<file path="src/rtl/tmds_gearbox_sequencer.sv">
// rtl/tmds_gearbox_sequencer.sv - TMDS 10:5 gearbox with priming FIFO and underflow filler
module tmds_gearbox_sequencer #(
    parameter int         FIFO_DEPTH  = 4,
    parameter int         PRIME_LEVEL = 2,
    parameter logic [9:0] IDLE_SYMBOL = 10'b1101010100
) (
    input  logic        clkLoad,
    input  logic        nReset,
    input  logic        enable,
    input  logic        symbolValid,
    output logic        symbolReady,
    input  logic [9:0]  symbol0,
    input  logic [9:0]  symbol1,
    input  logic [9:0]  symbol2,
    output logic        loadStrobe,
    output logic [4:0]  serialData0,
    output logic [4:0]  serialData1,
    output logic [4:0]  serialData2,
    output logic        underflow,
    output logic [15:0] underflowCount
);

    localparam int AW = $clog2(FIFO_DEPTH);
    localparam int CW = AW + 1;
    localparam logic [CW-1:0] PRIME_CNT = CW'(PRIME_LEVEL);
    localparam logic [CW-1:0] FULL_CNT  = CW'(FIFO_DEPTH);

    typedef enum logic [1:0] {ST_IDLE, ST_PRIME, ST_RUN} state_t;

    state_t        state_q, state_d;
    logic          phase_q, phase_d;
    logic [AW-1:0] wr_ptr_q, wr_ptr_d, rd_ptr_q, rd_ptr_d;
    logic [CW-1:0] count_q, count_d;
    logic [29:0]   cur_q, cur_d;
    logic          ready_q, ready_d;
    logic          load_q, load_d;
    logic [14:0]   sd_q, sd_d;
    logic          underflow_q, underflow_d;
    logic [15:0]   underflow_count_q, underflow_count_d;
    logic [29:0]   mem_q [FIFO_DEPTH];
    logic          push, pop;

    always_comb begin
        push              = symbolValid && ready_q;
        pop               = 1'b0;
        state_d           = state_q;
        phase_d           = phase_q;
        cur_d             = cur_q;
        load_d            = 1'b0;
        sd_d              = '0;
        underflow_d       = 1'b0;
        underflow_count_d = underflow_count_q;
        case (state_q)
            ST_IDLE: begin
                if (enable) state_d = ST_PRIME;
            end
            ST_PRIME: begin
                if (!enable) begin
                    state_d = ST_IDLE;
                end else if (count_q >= PRIME_CNT) begin
                    state_d = ST_RUN;
                    phase_d = 1'b1;
                end
            end
            ST_RUN: begin
                phase_d = !phase_q;
                if (!phase_q) begin
                    load_d = 1'b1;
                    sd_d   = {cur_q[24:20], cur_q[14:10], cur_q[4:0]};
                end else begin
                    // load_q is low only on the first RUN cycle, when cur holds no symbol yet
                    if (load_q) begin
                        load_d = 1'b1;
                        sd_d   = {cur_q[29:25], cur_q[19:15], cur_q[9:5]};
                    end
                    if (!enable) begin
                        state_d = ST_IDLE;
                    end else if (count_q != '0) begin
                        pop   = 1'b1;
                        cur_d = mem_q[rd_ptr_q];
                    end else begin
                        cur_d       = {IDLE_SYMBOL, IDLE_SYMBOL, IDLE_SYMBOL};
                        underflow_d = 1'b1;
                        if (underflow_count_q != 16'hFFFF)
                            underflow_count_d = underflow_count_q + 16'd1;
                    end
                end
            end
            default: state_d = ST_IDLE;
        endcase

        wr_ptr_d = push ? wr_ptr_q + AW'(1) : wr_ptr_q;
        rd_ptr_d = pop  ? rd_ptr_q + AW'(1) : rd_ptr_q;
        count_d  = count_q + CW'(push) - CW'(pop);
        if (state_d == ST_IDLE) begin
            wr_ptr_d = '0;
            rd_ptr_d = '0;
            count_d  = '0;
            phase_d  = 1'b0;
            cur_d    = '0;
        end
        ready_d = (state_d != ST_IDLE) && (count_d != FULL_CNT);
    end

    always_ff @(posedge clkLoad) begin
        if (!nReset) begin
            state_q           <= ST_IDLE;
            phase_q           <= 1'b0;
            wr_ptr_q          <= '0;
            rd_ptr_q          <= '0;
            count_q           <= '0;
            cur_q             <= '0;
            ready_q           <= 1'b0;
            load_q            <= 1'b0;
            sd_q              <= '0;
            underflow_q       <= 1'b0;
            underflow_count_q <= '0;
        end else begin
            state_q           <= state_d;
            phase_q           <= phase_d;
            wr_ptr_q          <= wr_ptr_d;
            rd_ptr_q          <= rd_ptr_d;
            count_q           <= count_d;
            cur_q             <= cur_d;
            ready_q           <= ready_d;
            load_q            <= load_d;
            sd_q              <= sd_d;
            underflow_q       <= underflow_d;
            underflow_count_q <= underflow_count_d;
        end
    end

    always_ff @(posedge clkLoad) begin
        if (push) mem_q[wr_ptr_q] <= {symbol2, symbol1, symbol0};
    end

    assign symbolReady    = ready_q;
    assign loadStrobe     = load_q;
    assign serialData0    = sd_q[4:0];
    assign serialData1    = sd_q[9:5];
    assign serialData2    = sd_q[14:10];
    assign underflow      = underflow_q;
    assign underflowCount = underflow_count_q;

endmodule

</file>
<file path="config.mk">
export PLATFORM = sky130hd
export DESIGN_NAME = tmds_gearbox_sequencer
export DESIGN_NICKNAME = d
export VERILOG_FILES = /design/src/rtl/tmds_gearbox_sequencer.sv
export SDC_FILE = /design/constraint.sdc
export NUM_CORES = 1
export LEC_CHECK = 0
export CAP_MARGIN = 25
export CORE_ASPECT_RATIO = 1.75
export CORE_MARGIN = 2
export CORE_UTILIZATION = 51
export CTS_CLUSTER_SIZE = 10
export DETAILED_ROUTE_END_ITERATION = 8
export PLACE_DENSITY = 0.72
export SYNTH_ARGS = -nofsm -noshare
export SYNTH_HDL_FRONTEND = slang
export SYNTH_SLANG_ARGS = --single-unit
</file>
<file path="constraint.sdc">
create_clock -name clkLoad -period 6.3 [get_ports clkLoad]
set_clock_uncertainty 0.2 [all_clocks]
set_input_delay 0.945 -clock clkLoad [delete_from_list [all_inputs] [get_ports clkLoad]]
set_output_delay 0.945 -clock clkLoad [all_outputs]
set_load 0.005 [all_outputs]
</file>
# --- Word-level counts from Yosys, hierarchy flattened ---
# Memory sizes are Yosys's and may differ from the RTL's. A register that Yosys moved wholly into a read port is not among the register bits.
# Index checks and enable logic that the tools add are counted.
classes:
  addsub: 5
  order_cmp: 1
  n_eq_ne: 6
  n_mux: 24
  n_bitwise: 2
  reduce_logical: 14
op_table:
  columns: ["cell", "n"]
  rows:
  - ["$mux 15", 2]
  - ["$mux 30", 1]
  - ["$add 16x1->16 const B", 1]
  - ["$ne 16x16->1 const B", 1]
  - ["$mux 2", 7]
  - ["$mux 1", 11]
  - ["$pmux 2 s3", 1]
  - ["$reduce_and 3->1", 2]
  - ["$reduce_and 5->1", 1]
  - ["$add 2x1->2 const B", 2]
  - ["$logic_not 2->1", 2]
  - ["$ne 2x2->1 const B", 2]
  - ["$reduce_and 4->1", 1]
  - ["$reduce_bool 2->1", 2]
  - ["$add 3x1->3", 1]
  - ["$ge 3x2->1 const B", 1]
  - ["$mux 3", 1]
  - ["$ne 3x3->1 const B", 1]
  - ["$reduce_bool 3->1", 1]
  - ["$sub 3x1->3", 1]
  - ["$eq 2x1->1 const B", 1]
  - ["$eq 2x2->1 const B", 1]
  - ["$logic_and 1x1->1", 2]
  - ["$not 1->1", 2]
  - ["other kinds (4)", 4]
totals:
  register_bits: 74
  ram_bits: 120
  input_bits: 34
  output_inout_bits: 34
  word_cells: 64
  memories: 1
mem_list:
  columns: ["name", "words", "word_bits", "rd", "rd_clocked_by_memory_dff", "write_ports", "line_no", "text"]
  rows:
  - ["mem_q", 4, 30, 1, 1, 1, "40", "logic [29:0] mem_q [FIFO_DEPTH];"]

# --- Logic depth before layout (Yosys ltp) ---
logic_depth:
  depth_word: 9
  ltp_mapped: 12
  ltp_nobuf: 10

# --- Least setup slack after synthesis ---
# Ideal clock, no wire load.
synth_timing:
  kind: "input to register"
  start: "input port enable"
  end: "register ready_q (netlist: symbolReady)"
  setup_ns: 0.117
  t_arrival_ns: 2.844
  t_required_ns: 5.983
  path_slack_ns: 3.139
  stages: 12
  path_buffers: 2
  cell_sequence: "and4b_1 -> buf_6 -> nand2_1 -> inv_2 -> buf_2 -> ha_1 -> inv_1 -> ha_1 -> fa_1 -> xor2_1 -> nor3_1 -> nor2_1"
synth_between:
  elab_chain_cells: 7
  elab_cells_between_ends: 14
  classes_between: "add/sub: 1; eq/ne: 1; mux: 9; reduce/logical: 3"
synth_lines:
  columns: ["element", "line_no", "text"]
  rows:
  - ["start, declared", "9", "input logic enable,"]
  - ["$mux 1", "76", "if (!enable) begin"]
  - ["$mux 1", "67", "if (!phase_q) begin"]
  - ["$mux 1", "53", "case (state_q)"]
  - ["via pop", "41", "logic push, pop;"]
  - ["$sub 3x1->3", "94", "count_d = count_q + CW'(push) - CW'(pop);"]
  - ["$mux 3", "95", "if (state_d == ST_IDLE) begin"]
  - ["$ne 3x3->1", "102", "ready_d = (state_d != ST_IDLE) && (count_d != FULL_CNT);"]
  - ["$logic_and 1x1->1", "102", null]
  - ["end signal, assigned", "125", "ready_q <= ready_d;"]
  - ["end, declared", "35", "logic ready_q, ready_d;"]
# The timed path passes the listed nets, and every way through them passes these cells.
# A chain may end at the register's enable or synchronous reset.

# --- Worst setup path after layout ---
layout_timing:
  start: "input port enable"
  end: "register ready_q (netlist: symbolReady)"
layout_between:
  elab_chain_cells: 7
  elab_cells_between_ends: 14
  classes_between: "add/sub: 1; eq/ne: 1; mux: 9; reduce/logical: 3"
layout_lines:
  columns: ["element", "line_no"]
  rows:
  - ["$mux 1 / $mux 2 (equally long branches)", "76"]
  - ["$mux 1 / $mux 2 (equally long branches)", "67"]
  - ["$mux 1 / $pmux 2 s3 (equally long branches)", "53"]
  - ["$sub 3x1->3 / $logic_not 2->1 (equally long branches)", "94, 95"]
  - ["$mux 3", "95"]
  - ["$ne 3x3->1", "102"]
  - ["$logic_and 1x1->1 (*)", "102"]
# Mark *: on every way between the ends. The rest lies on a longest branch, timed or not.

==> flow_metrics.tcl <==
set metrics [dict create \
    worst_skew_pair.late_latency_ns 0.42 \
    area_growth_pct 19.6 \
    slowest_delay_ns 0.73 \
    fin_crit_ns 4.33 \
    synth-seq-cells 196 \
    p_sw_uw 509 \
    diodes 0 \
    setup_viol 0 \
    start_kind "input pin" \
    finalMaxSlewViolations 0 \
    path_buf_inv 3 \
    crit_path_end_kind "flop" \
    vias 4434 \
    ys_seq_area_frac 0.693 \
    synth_area_per_cell_um2 14.9 \
    hold_viol_final 0 \
    rsz0062_at_grt "no" \
    antenna_found_initial 0 \
    yosys_most_used_dff "edfxtp_1" \
    fmax_mhz 231 \
    fin_crit_sh 0.688 \
    vias_per_cell 5.84 \
    setup.worst_path.end "symbolReady" \
    core_um2 14300 \
    crit_fanout 19 \
    cts_hold_buf 0 \
    clk_pin_slew_ns 0.07 \
    drt_wl_total_mm 15.3 \
    p_seq_frac 0.551 \
    dieHeight_um 163 \
    worst_slew_pin_slew_ns 0.809 \
    r2r.worst_path.cells 9 \
    cp_top_family "simple AND/OR/NAND/NOR gates" \
    path_cells "clkdlybuf4s50_1, and4b_1, nand2_1, inv_2, ha_1, inv_1, ha_1, fa_1, nor3_1, nor2_1" \
    rr_startpoint "phase_q" \
    num_io_pins 68 \
    cts_setup_buffers 0 \
    combPwrFrac 0.023 \
    cp_slowest_cell "and4b_1" \
    path_depth 10 \
    crit_path_start "enable" \
    synthTopCellsByArea "edfxtp_1 (49%), dfxtp_1 (21%), mux4_2 (9.1%)" \
    p_leak_nw 2.78 \
    drv_cap 0 \
    hp-class "flop to flop" \
    nets 609 \
    ys_types 47 \
    cts_resized 0 \
    gp_congestion 0.781 \
    synth_warnings 0 \
    ctsLongestPathBuffers 2 \
    syn_area_um2 7390 \
    dpl.hpwl_mm 10.5 \
    syn_nets 540 \
    track_usage 0.211 \
    h-tree-depth 4 \
    dieArea_um2 15500 \
    cts.sinks 196 \
    dr_wl_met2_mm 8.49 \
    cts_root_buf "clkbuf_16" \
    worstSetupPathType "input pin to flop" \
    grt_pass1_vias 4643 \
    cp_common_cell "ha_1" \
    fin_tns_setup_ns 0 \
    drive_gt1_frac 0.145 \
    route.met3.wl_um 599 \
    synth_top_area_cell "edfxtp_1" \
    fin_util 0.618 \
    drc 0 \
    post_dp_cell_area_um2 8250 \
    power_density_nw_per_um2 281 \
    run_status "finished clean" \
    hp-start "cur_q[4]" \
    grt_pass1_wl_mm 24.2 \
    crit_required_ns 6.40 \
    power_frac_clock 0.426 \
    synth_top_area_frac 0.487 \
    antenna_left 0 \
    io_buffer_count 67 \
    power.internal_mw 1.98 \
    arrival_ns 4.43 \
    fin_area_um2 8840 \
    synthArstFlopShare 0 \
    dr.max_layer_used "met4" \
    grt_max_degree 31 \
    cts_buffers 17 \
    sw_frac_of_total 0.205 \
    initial_core_util 0.517 \
    first_pass_iters 4 \
    std_cell_rows 58 \
    routedWlPerCell_um 20.2 \
    netlist_instances 497 \
    grt_overflow 0 \
    cts_tree "built" \
    met1_length_mm 5.61 \
    r2r_setup_slack_ns 2.17 \
    worstReg2RegEnd "symbolReady" \
    synth-edff-count 120 \
    slew_headroom 0.461 \
    whs_path_depth 2 \
    vdd_drop_max_mv 0.172 \
    fill_cells 1057 \
    die_w_um 95.0 \
    drtIter0Drc 300 \
]
==> per-layer routing <==
layer  vias to the layer above  GRT usage
li1                       2052          -
met1                      2219      0.235
met2                       135      0.377
met3                        28     0.0424
met4                         0      0.102
met5                         -          0
==> stage by stage <==
stage | worst slack, ns | hold WS (ns) | power, mW | cells
after floorplan | 3.14 | 0.232 | 1.42 | 497
after global placement | 1.77 | 0.248 | 1.45 | 725
after detailed placement | 1.59 | 0.251 | 1.46 | 727
after CTS | 2.01 | 0.265 | 2.50 | 759
after global routing | 1.71 | 0.289 | 2.57 | 759
final | 1.97 | 0.264 | 2.48 | 759
==> cells by family (layout without fill, tap and decap cells) <==
family	count (synthesis)	after routing	synth area share
compound gates	81	81	0.0682
xor+xnor	4	4	0.00474
fa+ha+maj	9	9	0.0162
buf+inv	39	121	0.0228
flops	196	196	0.693
mux	32	32	0.0941
simple gates	136	136	0.101
==> final cells by class <==
class,instances,area (um^2),area share
flip-flops and latches,196,5130,0.580
multi-input cells,262,2100,0.238
repair buffers,74,743,0.0841
clock buffers,19,453,0.0512
well taps,180,225,0.0255
clock inverters,13,135,0.0153
inverters,15,56.3,0.00637
==> cell usage after synthesis, types with 2 or more instances <==
library cell	instances
and3_1	5
ha_1	8
mux4_2	30
o21ai_0	5
or4_1	6
o31ai_1	6
a311oi_1	3
nor2b_1	3
a22oi_1	15
nor2_1	42
mux2i_1	2
nor4_2	4
nand3_1	24
xnor2_1	2
or3_1	3
and4_1	4
buf_2	9
xor2_1	2
clkbuf_1	13
nand2_1	26
o22ai_1	15
inv_2	2
nor3_1	5
inv_1	12
a21oi_1	32
nand2b_1	2
edfxtp_1	120
dfxtp_1	76
nand4_1	3
==> how the worst min path moves through the flow <==
stage	endpoint
floorplan	sd_q[12]
global placement	sd_q[4]
detailed placement	sd_q[14]
CTS	sd_q[4]
global route	sd_q[4]
finish	sd_q[4]
==> power groups by stage <==
stage	Sequential (mW)	Combinational, mW	Clock, mW
after CTS	1.37	0.0582	1.08
after global routing	1.37	0.0619	1.14
final	1.37	0.0575	1.06
after detailed placement	1.40	0.0579	0
after global placement	1.40	0.0529	0
after floorplan	1.40	0.0182	0
==> sequential cells by signal, indices dropped and copies added, names as in the netlist, named ones only <==
signal,cells
underflow,1
mem_q,120
cur_q,30
loadStrobe,1
sd_q,15
wr_ptr_q,2
rd_ptr_q,2
underflowCount,16
symbolReady,1
state_q,2
phase_q,1
count_q,3
==> cells in the final DEF, fill, tap and decap left out, types with 6 or more instances in the layout <==
master / n
a22oi_1: 15
or4_1: 6
o22ai_1: 15
inv_1: 12
clkbuf_16: 17
mux4_2: 30
dfxtp_1: 74
a21oi_1: 32
edfxtp_1: 120
clkdlybuf4s50_1: 67
nand2_1: 26
nor2_1: 42
buf_4: 6
ha_1: 8
nand3_1: 24
o31ai_1: 6
==> worst register-to-register path: cells and delay by family (launching register included) <==
| kind | cells | cell delay [ns] |
|---|---|---|
| flops | 1 | 0.79 |
| fa+ha+maj | 3 | 0.89 |
| simple gates | 4 | 1.64 |
| buf+inv | 2 | 0.49 |
No activity file was read; power rests on OpenSTA's default activity.
